===== src/rtl/alu_issue_unit.sv =====
// alu_issue_unit: two-state issue/writeback sequencer in front of a
// 4-bit combinational ALU, with a 4x4 register file and sticky flags.
module alu_issue_unit #(
    parameter int NREG = 4,
    parameter int W    = 4
) (
    input  logic         clk,
    input  logic         rst,
    input  logic         cmd_valid,
    output logic         cmd_ready,
    input  logic         cmd_kind,
    input  logic [2:0]   cmd_op,
    input  logic [1:0]   cmd_rd,
    input  logic [1:0]   cmd_rs1,
    input  logic [1:0]   cmd_rs2,
    input  logic [W-1:0] cmd_imm,
    output logic [W-1:0] alu_a,
    output logic [W-1:0] alu_b,
    output logic [2:0]   alu_ctrl,
    input  logic [W-1:0] alu_res,
    input  logic         alu_car,
    input  logic         alu_of,
    output logic         out_valid,
    output logic [W-1:0] out_data,
    output logic         out_car,
    output logic         out_of,
    output logic         car_sticky,
    output logic         of_sticky,
    input  logic         clr_flags,
    input  logic [1:0]   dbg_idx,
    output logic [W-1:0] dbg_data
);

    typedef enum logic {
        IDLE = 1'b0,
        EXEC = 1'b1
    } state_t;

    state_t         state;
    logic           kind_q;
    logic [1:0]     rd_q;
    logic [W-1:0]   imm_q;
    logic [W-1:0]   rf [NREG];

    logic [W-1:0]   wb_data;
    logic           wb_car;
    logic           wb_of;
    logic           accept;
    logic           in_exec;

    assign cmd_ready = (state == IDLE) && !rst;
    assign accept    = cmd_valid && cmd_ready;
    assign in_exec   = (state == EXEC);
    assign dbg_data  = rf[dbg_idx];

    // Writeback value: immediate for loads, ALU outputs otherwise.
    always_comb begin
        wb_data = alu_res;
        wb_car  = alu_car;
        wb_of   = alu_of;
        if (kind_q) begin
            wb_data = imm_q;
            wb_car  = 1'b0;
            wb_of   = 1'b0;
        end
    end

    // Issue/writeback FSM, register file and result/flag registers.
    always_ff @(posedge clk) begin
        if (rst) begin
            state      <= IDLE;
            kind_q     <= 1'b0;
            rd_q       <= '0;
            imm_q      <= '0;
            alu_a      <= '0;
            alu_b      <= '0;
            alu_ctrl   <= '0;
            out_valid  <= 1'b0;
            out_data   <= '0;
            out_car    <= 1'b0;
            out_of     <= 1'b0;
            car_sticky <= 1'b0;
            of_sticky  <= 1'b0;
            for (int i = 0; i < NREG; i++) begin
                rf[i] <= '0;
            end
        end else begin
            out_valid  <= 1'b0;
            car_sticky <= (clr_flags ? 1'b0 : car_sticky)
                        | (in_exec & wb_car);
            of_sticky  <= (clr_flags ? 1'b0 : of_sticky)
                        | (in_exec & wb_of);
            unique case (1'b1)
                !in_exec: begin
                    if (accept) begin
                        kind_q <= cmd_kind;
                        rd_q   <= cmd_rd;
                        imm_q  <= cmd_imm;
                        state  <= EXEC;
                        if (!cmd_kind) begin
                            alu_a    <= rf[cmd_rs1];
                            alu_b    <= rf[cmd_rs2];
                            alu_ctrl <= cmd_op;
                        end
                    end
                end
                in_exec: begin
                    rf[rd_q]  <= wb_data;
                    out_data  <= wb_data;
                    out_car   <= wb_car;
                    out_of    <= wb_of;
                    out_valid <= 1'b1;
                    state     <= IDLE;
                end
                default: state <= IDLE;
            endcase
        end
    end

endmodule

===== config.mk =====
export PLATFORM = sky130hd
export DESIGN_NAME = alu_issue_unit
export DESIGN_NICKNAME = d
export VERILOG_FILES = /design/src/rtl/alu_issue_unit.sv
export SDC_FILE = /design/constraint.sdc
export NUM_CORES = 1
export LEC_CHECK = 0
export ABC_CLOCK_PERIOD_IN_PS = 3260
export BUFFER_PORTS_ARGS = -buffer_cell sky130_fd_sc_hd__buf_2
export CAP_MARGIN = 15
export CORE_MARGIN = 2
export CORE_UTILIZATION = 58
export CTS_BUF_LIST = sky130_fd_sc_hd__clkbuf_2 sky130_fd_sc_hd__clkbuf_4 sky130_fd_sc_hd__clkbuf_8
export DETAILED_ROUTE_END_ITERATION = 10
export PLACE_DENSITY = 0.87
export SETUP_SLACK_MARGIN = 0.02
export SLEW_MARGIN = 40
export SYNTH_ARGS = -nofsm -noshare
export SYNTH_HDL_FRONTEND = slang
export SYNTH_SLANG_ARGS = --single-unit

===== constraint.sdc =====
create_clock -name clk -period 3.26 [get_ports clk]
set_input_delay 0.326 -clock clk [delete_from_list [all_inputs] [get_ports clk]]
set_output_delay 0.326 -clock clk [all_outputs]
set_load 0.05 [all_outputs]

==> results of run 1 <==
[layer usage]
metal,GRT usage,routed length (um)
met1,0.269,1450
met2,0.402,1970
met3,0.0483,235
met4,0.146,72
met5,0,0
[worst register-to-register path, cell delays in order (launching register included)]
cell and delay, ns:
dfxtp_1 0.47, and2b_1 0.29, or3b_4 0.44, nand2b_1 0.17
[cells in the final DEF (no fill, tap or decap), drive strengths merged]
cell | synthesis | routed
a31o | 1 | 1
inv | 4 | 4
buf | 6 | 51
mux4 | 12 | 12
bufinv | 0 | 1
nand2 | 36 | 36
edfxtp | 16 | 16
nand2b | 7 | 7
a21oi | 15 | 15
nor2b | 2 | 2
mux2 | 4 | 4
or3b | 1 | 1
nor2 | 20 | 20
or4b | 1 | 1
and2b | 1 | 1
mux2i | 7 | 7
clkbuf | 1 | 7
dfxtp | 28 | 28
nand3b | 2 | 2
and2 | 1 | 1
nor4b | 1 | 1
[state kept, by name, indices dropped and copies added (netlist names), 2 cells and up]
register and cells:
alu_a 4, alu_b 4, alu_ctrl 3, imm_q 4
out_data 4, rd_q 2, rf 16
[power groups by stage]
stage	clock, W	combinational [W]	sequential (W)
global route	0.000373	0.000168	0.000611
finish	0.000342	0.000156	0.000607
floorplan	0	0.0000855	0.000644
global placement	0	0.000152	0.000617
CTS	0.000353	0.000157	0.000607
detailed placement	0	0.000156	0.000620
[per-stage QoR]
step	std cells	hold slack, ns	setup WS, ns
2_1_floorplan	166	0.448	1.68
3_3_place_gp	254	0.428	1.44
3_5_place_dp	254	0.437	1.38
4_1_cts	262	0.184	1.42
5_1_grt	262	0.182	1.36
6_report	262	0.200	1.44
[logic make-up (layout without fill, tap and decap cells)]
family                 after synthesis  after routing  synth area share
buffers and inverters               11             63            0.0265
AO/OA/AOI/OAI                       16             16            0.0445
multiplexers                        23             23             0.204
AND/OR/NAND/NOR                     72             72             0.173
flip-flops                          44             44             0.552
[final cells by class]
type,count,share of cell area
clock buffer,7,0.0234
clock inverter,1,0.0134
inverter,4,0.00669
multi-input combinational,111,0.354
sequential,44,0.464
tap,44,0.0245
timing repair buffer,51,0.115
[worst min-delay path by stage]
stage | to | slack [ns] | from
floorplan | in_exec$_SDFF_PN0_ | 0.45 | cmd_valid
global placement | out_data[2]$_SDFFE_PP0P_ | 0.43 | out_data[2]$_SDFFE_PP0P_
detailed placement | out_data[0]$_SDFFE_PP0P_ | 0.44 | out_data[0]$_SDFFE_PP0P_
CTS | alu_ctrl[0]$_SDFFE_PP0P_ | 0.18 | cmd_op[0]
global route | imm_q[0]$_SDFFE_PP0P_ | 0.18 | cmd_imm[0]
finish | alu_ctrl[0]$_SDFFE_PP0P_ | 0.20 | cmd_op[0]
==> impl_results.md, run 1 <==
- Min Tclk post-route: 1.82 ns
- CP max-delay cell: mux4_2
- Gr usage total: 0.235
- Total stage count of the critical path: 2
- Count leader, synth: nand2_1
- Die ar.: around 3700 um2
- Final setup viols: 0
- Final net count: between 200 and 250
- DRT iter0 DRCs: 49
- ANT nets after route: 0
- Remaining global-route overflow: 0
- Fin Setup TNS: 0 ns
- Reg clk slew, reported paths: around 0.12 ns
- Status: completed
- Mapped Nets: 192
- R2R Path End: rf[0][3]$_SDFFCE_PN0P_
- Top FF cell, synth: dfxtp_1
- P_leak: approximately 1 nW
- RSZ-0062 raised after global routing: false
- Ant. Diodes: 0
- CP endpoint kind: primary output
- Worst setup SP type: flip-flop
- Vias in the first global route: around 1400
- Slew headroom: 0.470
- Reg-to-Reg Start: in_exec$_SDFF_PN0_
- Register area share after synthesis: 0.552
- WP data required: between 2 and 3 ns
- R2R setup slack: 1.60 ns
- Via count: 1403
- Psw: 0.000275 W
- Synth unique cells: 22
- Root Driver: clkbuf_4
- Starting density of the core: 0.613
- Top post-synthesis cells by count: nand2_1, dfxtp_1, nor2_1
- Placed Area: 2160 um2
- CTS resizes: 0
- Area share of the largest cell type after synthesis: 0.297
- Sink Count: between 40 and 50
- Longest Clk Path Bufs: 2
- Die width: 61.0 um
- First-pass GRT wire length: 6.09 mm
- Pre-antenna DRT Iters: 4
- Tightest Pin Transition: between 0.7 and 0.8 ns
- Max incr delay on CP: 0.48 ns
- Critical path type: reg2out
- Core Region: 3080 um2
- Gpl congestion: around 0.86
- Post-Syn Instances: 166
- FILL cells: 231
- Register Area: 1040 um2
- Hold-fix buffers at CTS: 0
- Switching Share: 0.249
- Critical Path End: dbg_data[2]
- CTS tree: done
- Worst Skew: between 0.008 and 0.009 ns
- PortBufs: 50
- Clk pwr share: 0.310
- DP HPWL: approximately 2.9 mm
- Util after Layout: 0.730
- Average cell area after synthesis: 11.4 um2
- Combinational power share: 0.141
- Multi-input logic area: 795 um2
- Initial antenna violation count: 0
- Pint: a little over 0.0008 W
- FFs w/ async S/R, synth: 0
- Post-route cell area: 2250 um2
- PD cells: 492 nW/um2
- Synth area leader: dfxtp_1
- Die height: just over 60 um
- Critical path buffers and inverters: 1
- P&R area growth vs syn: 19.1%
- Worst vdd ir: 0.313 mV
- CP Launch Point: rf[2][2]$_SDFFCE_PN0P_
- Worst hold path depth: 3
- Post-synthesis register bit count: 44
- Critical Path Fanout Max: 3
- H-Tree Depth: 2
- Yosys warns: 0
- Detailed-route DRC error count: 0
- Worst min-delay path class: in2reg
- Max-cap violations: 0
- Final Power: 0.00111 W
- Post-synth EDFFs: 16
- I/O pins: 51
- Max Transition Viols Final: 0
- CP arrival: ~1.5 ns
- Final period utilization: 0.559
- Post-Syn Area: between 1500 and 2000 um2
- Crit path max-delay family: multiplexers
- Vias per std cell: 5.35
- Drt wl/cell: ~14 um
- Top cells by area, synth: dfxtp_1, edfxtp_1, mux4_2
- Final Hold Viols: 0
- CP cell instances: mux4_2 > buf_2
- Postcts setup bufs: 0
- WL final: 3.73 mm
- Worst-case reg-to-reg path depth: 3
- Fmax: 549 MHz
- Largest net degree at the start of global routing: 31
- Sequential share of power: 0.549
- Clock latency on the worst-skew pair: between 0.3 and 0.4 ns
- Share of layout cells above drive strength 1: 0.353
- Clock buffer count from CTS: 5
- Std cell rows: 20
Power figures use the tool's default switching activity.
==> run 2, diff against run 1 <==
--- a/config.mk
+++ b/config.mk
@@ -5,14 +5,14 @@
 export SDC_FILE = /design/constraint.sdc
 export NUM_CORES = 1
 export LEC_CHECK = 0
-export ABC_CLOCK_PERIOD_IN_PS = 3260
+export ABC_CLOCK_PERIOD_IN_PS = 1690
 export BUFFER_PORTS_ARGS = -buffer_cell sky130_fd_sc_hd__buf_2
 export CAP_MARGIN = 15
 export CORE_MARGIN = 2
-export CORE_UTILIZATION = 58
+export CORE_UTILIZATION = 54
 export CTS_BUF_LIST = sky130_fd_sc_hd__clkbuf_2 sky130_fd_sc_hd__clkbuf_4 sky130_fd_sc_hd__clkbuf_8
 export DETAILED_ROUTE_END_ITERATION = 10
-export PLACE_DENSITY = 0.87
+export PLACE_DENSITY = 0.82
 export SETUP_SLACK_MARGIN = 0.02
 export SLEW_MARGIN = 40
 export SYNTH_ARGS = -nofsm -noshare
==> constraint.sdc (replaced) <==
create_clock -name clk -period 1.69 [get_ports clk]
set_input_delay 0.169 -clock clk [delete_from_list [all_inputs] [get_ports clk]]
set_output_delay 0.169 -clock clk [all_outputs]
set_load 0.05 [all_outputs]
==> run 2 against run 1 <==
Register-to-register slack got worse by 1.5 ns. Clock skew about the same. Routed wire length grew 3.0%. Design area grew 6.1%. Clock power grew 94%. Hold slack worse by 0.16 ns. Sequential power increased by 93%.
==> impl_results.md, run 2 (synthesis results as in run 1) <==
- Status: completed
- CP endpoint kind: primary output
- DP HPWL: 2.89 mm (about the same)
- PortBufs: 50 (unchanged)
- I/O pins: 51 (unchanged)
- Max reg flops: 16 (unchanged)
- Worst Skew: 0.00876 ns (+0.0000443 ns)
- Share of layout cells above drive strength 1: 0.392 (+0.0390)
- Std cell rows: 21 (+5.0%)
- Top routing layer in use: met4
- WL final: 3.84 mm (+3.0%)
- Worst vdd ir: 0.876 mV (+180%)
- Reg clk slew, reported paths: 0.14 ns (+0.02 ns)
- Commonest cells after routing, fill and taps aside: buf_2, nand2_1, dfxtp_1
- Fmax: 600 MHz
- CP arrival: 1.50 ns (about the same)
- P&R area growth vs syn: 26.3%
- Largest net degree at the start of global routing: 17 (-45%)
- Critical Path Fanout Max: 2 (-1)
- Critical path type: reg2out
- First-pass GRT wire length: 6.10 mm (+0.11%)
- PD cells: 914 nW/um2 (+86%)
- Most common cell after layout, fill and taps aside: buf_2
- Tightest Pin Transition: 0.331 ns (-0.462 ns)
- Vias per std cell: 5.16 (-3.6%)
- Worst setup SP type: flip-flop
- Die ar.: 3980 um2 (+6.9%)
- DRT met1 WL: 1.55 mm (+6.4%)
- Max Transition Viols Final: 0 (unchanged)
- Gpl congestion: 0.750 (-13%)
- DRT iter0 DRCs: 76 (+55%)
- Fin Setup TNS: 0 ns (unchanged)
- Placed Area: 2200 um2 (+1.9%)
- Via count: 1435 (+2.3%)
- Starting density of the core: 0.565 (-0.0475)
- Drt wl/cell: 13.8 um (-2.9%)
- Gr usage total: 0.200 (-0.0345)
- P_leak: 1.05 nW (+7.9%)
- RSZ-0062 raised after global routing: true
- Clock latency on the worst-skew pair: 0.35 ns (about the same)
- Detailed-route DRC error count: 0 (unchanged)
- Slew headroom: 0.779 (+0.309)
- Root Driver: clkbuf_4
- Clock buffer count from CTS: 5 (unchanged)
- Final setup viols: 0 (unchanged)
- Min Tclk post-route: between 1.5 and 2 ns
- Remaining global-route overflow: 0 (unchanged)
- WL met2: 2.07 mm (+5.4%)
- Max-cap violations: 0 (unchanged)
- WP data required: 1.52 ns (-1.41 ns)
- ANT nets after route: 0 (unchanged)
- Worst min-delay path class: in2reg
- WL met3: 196 um (-17%)
- Initial antenna violation count: 0 (unchanged)
- Die width: 63.1 um (+3.4%)
- Post-route cell area: 2380 um2 (+6.1%)
- Core Region: 3340 um2 (+8.4%)
- Vias in the first global route: 1345 (-2.0%)
- Util after Layout: 0.714 (-0.0158)
- Final period utilization: 0.986
- Final net count: 257 (+5.8%)
- H-Tree Depth: 2 (unchanged)
- Longest Clk Path Bufs: 2 (unchanged)
- Ant. Diodes: 0 (unchanged)
- Hold-fix buffers at CTS: 0 (unchanged)
- Top reg by flops: rf
- Die height: 63.1 um (+3.4%)
- CTS tree: done
- Sink Count: 44 (unchanged)
- Final Hold Viols: 0 (unchanged)
- Pre-antenna DRT Iters: 4 (unchanged)
==> run 2: changes by cell type in the layout (fill, tap and decap cells not counted) <==
cell / before / now
buf_8: 0 / 1
clkbuf_4: 7 / 5
buf_4: 1 / 15
inv_4: 0 / 1
buf_6: 0 / 3
buf_2: 50 / 46
inv_6: 0 / 1
==> run 2: worst max-delay path, stage by stage (launching register included) <==
cell      delay (ns)
edfxtp_1        0.44
mux4_2          0.53
buf_6           0.18
==> run 2: per-stage QoR <==
step / std cells / setup WS (ns) / power (W) / hold slack, ns
after detailed placement: 261 / 0.150 / 0.00151 / 0.411
after CTS: 275 / 0.0126 / 0.00218 / 0.0215
after global routing: 278 / -0.0260 / 0.00227 / 0.0201
final: 278 / 0.0238 / 0.00218 / 0.0370
after global placement: 261 / 0.228 / 0.00150 / 0.403
after floorplan: 166 / 0.190 / 0.00141 / 0.291
==> run 2: path summary, 6_finish.rpt <==
kind / to / slack [ns] / startpoint / depth (start not counted)
hold reg to reg: out_data[0]$_SDFFE_PP0P_ / 0.45 / out_data[0]$_SDFFE_PP0P_ / 2
setup reg to reg: rf[0][0]$_SDFFCE_PN0P_ / 0.11 / in_exec$_SDFF_PN0_ / 3
hold / removal: alu_ctrl[0]$_SDFFE_PP0P_ / 0.04 / cmd_op[0] / 3
setup / recovery: dbg_data[2] / 0.02 / rf[2][2]$_SDFFCE_PN0P_ / 2
==> run 2: where the power goes <==
group          leakage [nW]  total [W]  internal, W  switching, W
Clock                0.0461   0.000665     0.000318      0.000347
Sequential            0.395    0.00117      0.00114     0.0000312
Combinational         0.611   0.000340     0.000145      0.000195
==> run 2: cell type report <==
class | instances | area [um2]
Clock inverter | 3 | 45.0
Tap cell | 46 | 57.6
Sequential cell | 44 | 1040
Timing Repair Buffer | 65 | 392
Clock buffer | 5 | 37.5
Inverter | 4 | 15.0
Fill cell | 273 | 955
Multi-Input combinational cell | 111 | 795
==> run 2: metal layers <==
metal	vias to the layer above	GRT usage
met4	0	0.0583
li1	715	-
met2	44	0.359
met1	674	0.229
met5	-	0
met3	2	0.0607
==> run 2: timing repair <==
item | CTS | global route
setup buffers | 6 | 3
setup endpoints to repair | 4 | 4
resized for setup | 5 | 4
endpoints found under the hold margin | 0 | 0
==> run 3, diff against run 2 <==
--- a/config.mk
+++ b/config.mk
@@ -12,7 +12,8 @@
 export CORE_UTILIZATION = 54
 export CTS_BUF_LIST = sky130_fd_sc_hd__clkbuf_2 sky130_fd_sc_hd__clkbuf_4 sky130_fd_sc_hd__clkbuf_8
 export DETAILED_ROUTE_END_ITERATION = 10
-export PLACE_DENSITY = 0.82
+export PLACE_DENSITY_LB_ADDON = 0.08
+export RECOVER_POWER = 100
 export SETUP_SLACK_MARGIN = 0.02
 export SLEW_MARGIN = 40
 export SYNTH_ARGS = -nofsm -noshare
==> run 3 against run 2 <==
Clock skew is 0.0077 ns higher. Die area unchanged. Design area decreased by 1.6%. Count of clock-buffer cells in the layout is 1 higher. Sequential share of layout area grew 0.72 points. Via count is 0.28% lower. Sequential power is essentially flat.
==> impl_results.md, run 3 (synthesis results as in run 1) <==
- Final Hold Viols: 0 (unchanged)
- Switching Share: 0.275 (+0.0113)
- RSZ-0062 raised after global routing: true
- Dpl cells: 260 (-0.38%)
- Die height: 63.1 um (unchanged)
- Pint: 0.00148 W (-7.5%)
- Max reg flops: 16 (unchanged)
- FILL cells: 286 (+4.8%)
- Worst min-delay path class: in2reg
- Most common cell after layout, fill and taps aside: nand2_1
- ANT nets after route: 0 (unchanged)
- P_leak: 0.961 nW (-8.7%)
- CP max-delay cell: mux4_2
- I/O pins: 51 (unchanged)
- Util after Layout: 0.702 (-0.0116)
- Root Driver: clkbuf_4
- CTS tree: done
- Die ar.: 3980 um2 (unchanged)
- Critical Path Fanout Max: 3 (+1)
- Final period utilization: 0.973 (-0.0124)
- Clock latency on the worst-skew pair: 0.36 ns (about the same)
- Largest net degree at the start of global routing: 24 (+7)
- Drt wl/cell: 13.4 um (-2.8%)
- Via count: 1431 (-0.28%)
- Remaining global-route overflow: 0 (unchanged)
- Sequential share of power: 0.573 (+0.035)
- Crit path max-delay family: multiplexers
- CP endpoint kind: primary output
- Vias in the first global route: 1365 (+1.5%)
- Hold-fix buffers at CTS: 0 (unchanged)
- Vias per std cell: 5.09 (-1.3%)
- Gr usage total: 0.200 (+0.000233)
- Sink Count: 44 (unchanged)
- H-Tree Depth: 2 (unchanged)
- Critical path type: reg2out
- Worst Skew: 0.0165 ns (+0.00773 ns)
- Reg clk slew, reported paths: 0.13 ns (about the same)
- CP cell instances: mux4_2 > buf_6
- Min Tclk post-route: 1.65 ns (-0.0210 ns)
- Max Transition Viols Final: 0 (unchanged)
- First-pass GRT wire length: 6.14 mm (+0.69%)
- Max incr delay on CP: 0.49 ns (-0.04 ns)
- Share of layout cells above drive strength 1: 0.298 (-0.0944)
- Pre-antenna DRT Iters: 4 (unchanged)
- Detailed-route DRC error count: 0 (unchanged)
- P&R area growth vs syn: 24.3%
- Placement Setup Slack: 0.110 ns (-0.0404 ns)
- WL final: 3.77 mm (-1.8%)
- Psw: 0.000561 W (-2.0%)
- Status: completed
- Worst setup SP type: flip-flop
- Gpl congestion: 0.814 (+8.5%)
- Starting density of the core: 0.565 (unchanged)
- Clk pwr share: 0.266 (-0.039)
- Ant. Diodes: 0 (unchanged)
- Non-filler cells, final: 281 (+1.1%)
- Initial antenna violation count: 0 (unchanged)
- Longest Clk Path Bufs: 2 (unchanged)
- Final setup viols: 0 (unchanged)
- CP arrival: 1.48 ns (-0.02 ns)
- Worst vdd ir: 0.698 mV (-20%)
- DP HPWL: 2.94 mm (+1.9%)
- DRT iter0 DRCs: 76 (unchanged)
- Std cell rows: 21 (unchanged)
- Max-cap violations: 0 (unchanged)
- PortBufs: 50 (unchanged)
- Die width: 63.1 um (unchanged)
- Critical path buffers and inverters: 1 (unchanged)
- Clock buffer count from CTS: 5 (unchanged)
- Combinational power share: 0.161 (+0.005)
- Final net count: 260 (+1.2%)
- Commonest cells after routing, fill and taps aside: nand2_1, dfxtp_1, buf_2
- Top reg by flops: rf
- PD cells: 872 nW/um2 (-4.5%)
- Worst setup margin: 0.0448 ns (+0.0210 ns)
- Fmax: 608 MHz (+1.3%)
- WP data required: 1.52 ns (about the same)
- Core Region: 3340 um2 (unchanged)
- Tightest Pin Transition: 0.603 ns (+0.271 ns)
- Slew headroom: 0.600 (-0.179)
run 3: final cells by class:
cell class                      instances  area [um2]  area share
Tap cell                               46        57.6      0.0246
Inverter                                4        15.0     0.00641
Timing Repair Buffer                   68         370       0.158
Clock inverter                          2        13.8     0.00587
Clock buffer                            6        51.3      0.0219
Sequential cell                        44        1040       0.444
Multi-Input combinational cell        111         795       0.339
run 3: path summary, 6_finish.rpt:
check / slack, ns / start / to / cells past startpoint
worst min register to register: 0.46 / out_data[0]$_SDFFE_PP0P_ / out_data[0]$_SDFFE_PP0P_ / 2
worst min-delay path: 0.03 / cmd_op[0] / alu_ctrl[0]$_SDFFE_PP0P_ / 3
worst max register to register: 0.08 / in_exec$_SDFF_PN0_ / rf[0][2]$_SDFFCE_PN0P_ / 3
worst max-delay path: 0.04 / rf[0][0]$_SDFFCE_PN0P_ / dbg_data[0] / 2
run 3: through the flow:
stage	cell area (um2)	setup TNS, ns	hold slack, ns	total power, W
3_5_place_dp	2200	0	0.417	0.00150
2_1_floorplan	1890	0	0.291	0.00141
5_1_grt	2340	-0.00966	0.0317	0.00213
3_3_place_gp	2200	0	0.406	0.00150
6_report	2340	0	0.0319	0.00204
4_1_cts	2290	0	0.0322	0.00204
run 3: repair_timing:
action                                  in CTS  in global routing
endpoints found under the setup margin       4                  8
gates resized for setup                      4                  5
buffers inserted                             3                 10
run 3: worst min-delay path, cell delays in order:
cell,delay [ns]
buf_2,0.09
nand2_1,0.04
a21oi_1,0.05
run 3: routing by layer:
layer  vias up  share of wire  GRT usage
met3         8          0.058     0.0679
met5         -              0          0
met1       664           0.41      0.244
met4         0          0.018     0.0806
li1        719              -          -
met2        40           0.51      0.327
run 3: power groups by stage:
stage	sequential, W	combinational (W)	clock, W
finish	0.00117	0.000329	0.000545
global route	0.00118	0.000353	0.000598
CTS	0.00117	0.000319	0.000551
detailed placement	0.00120	0.000308	0
floorplan	0.00124	0.000165	0
global placement	0.00119	0.000303	0
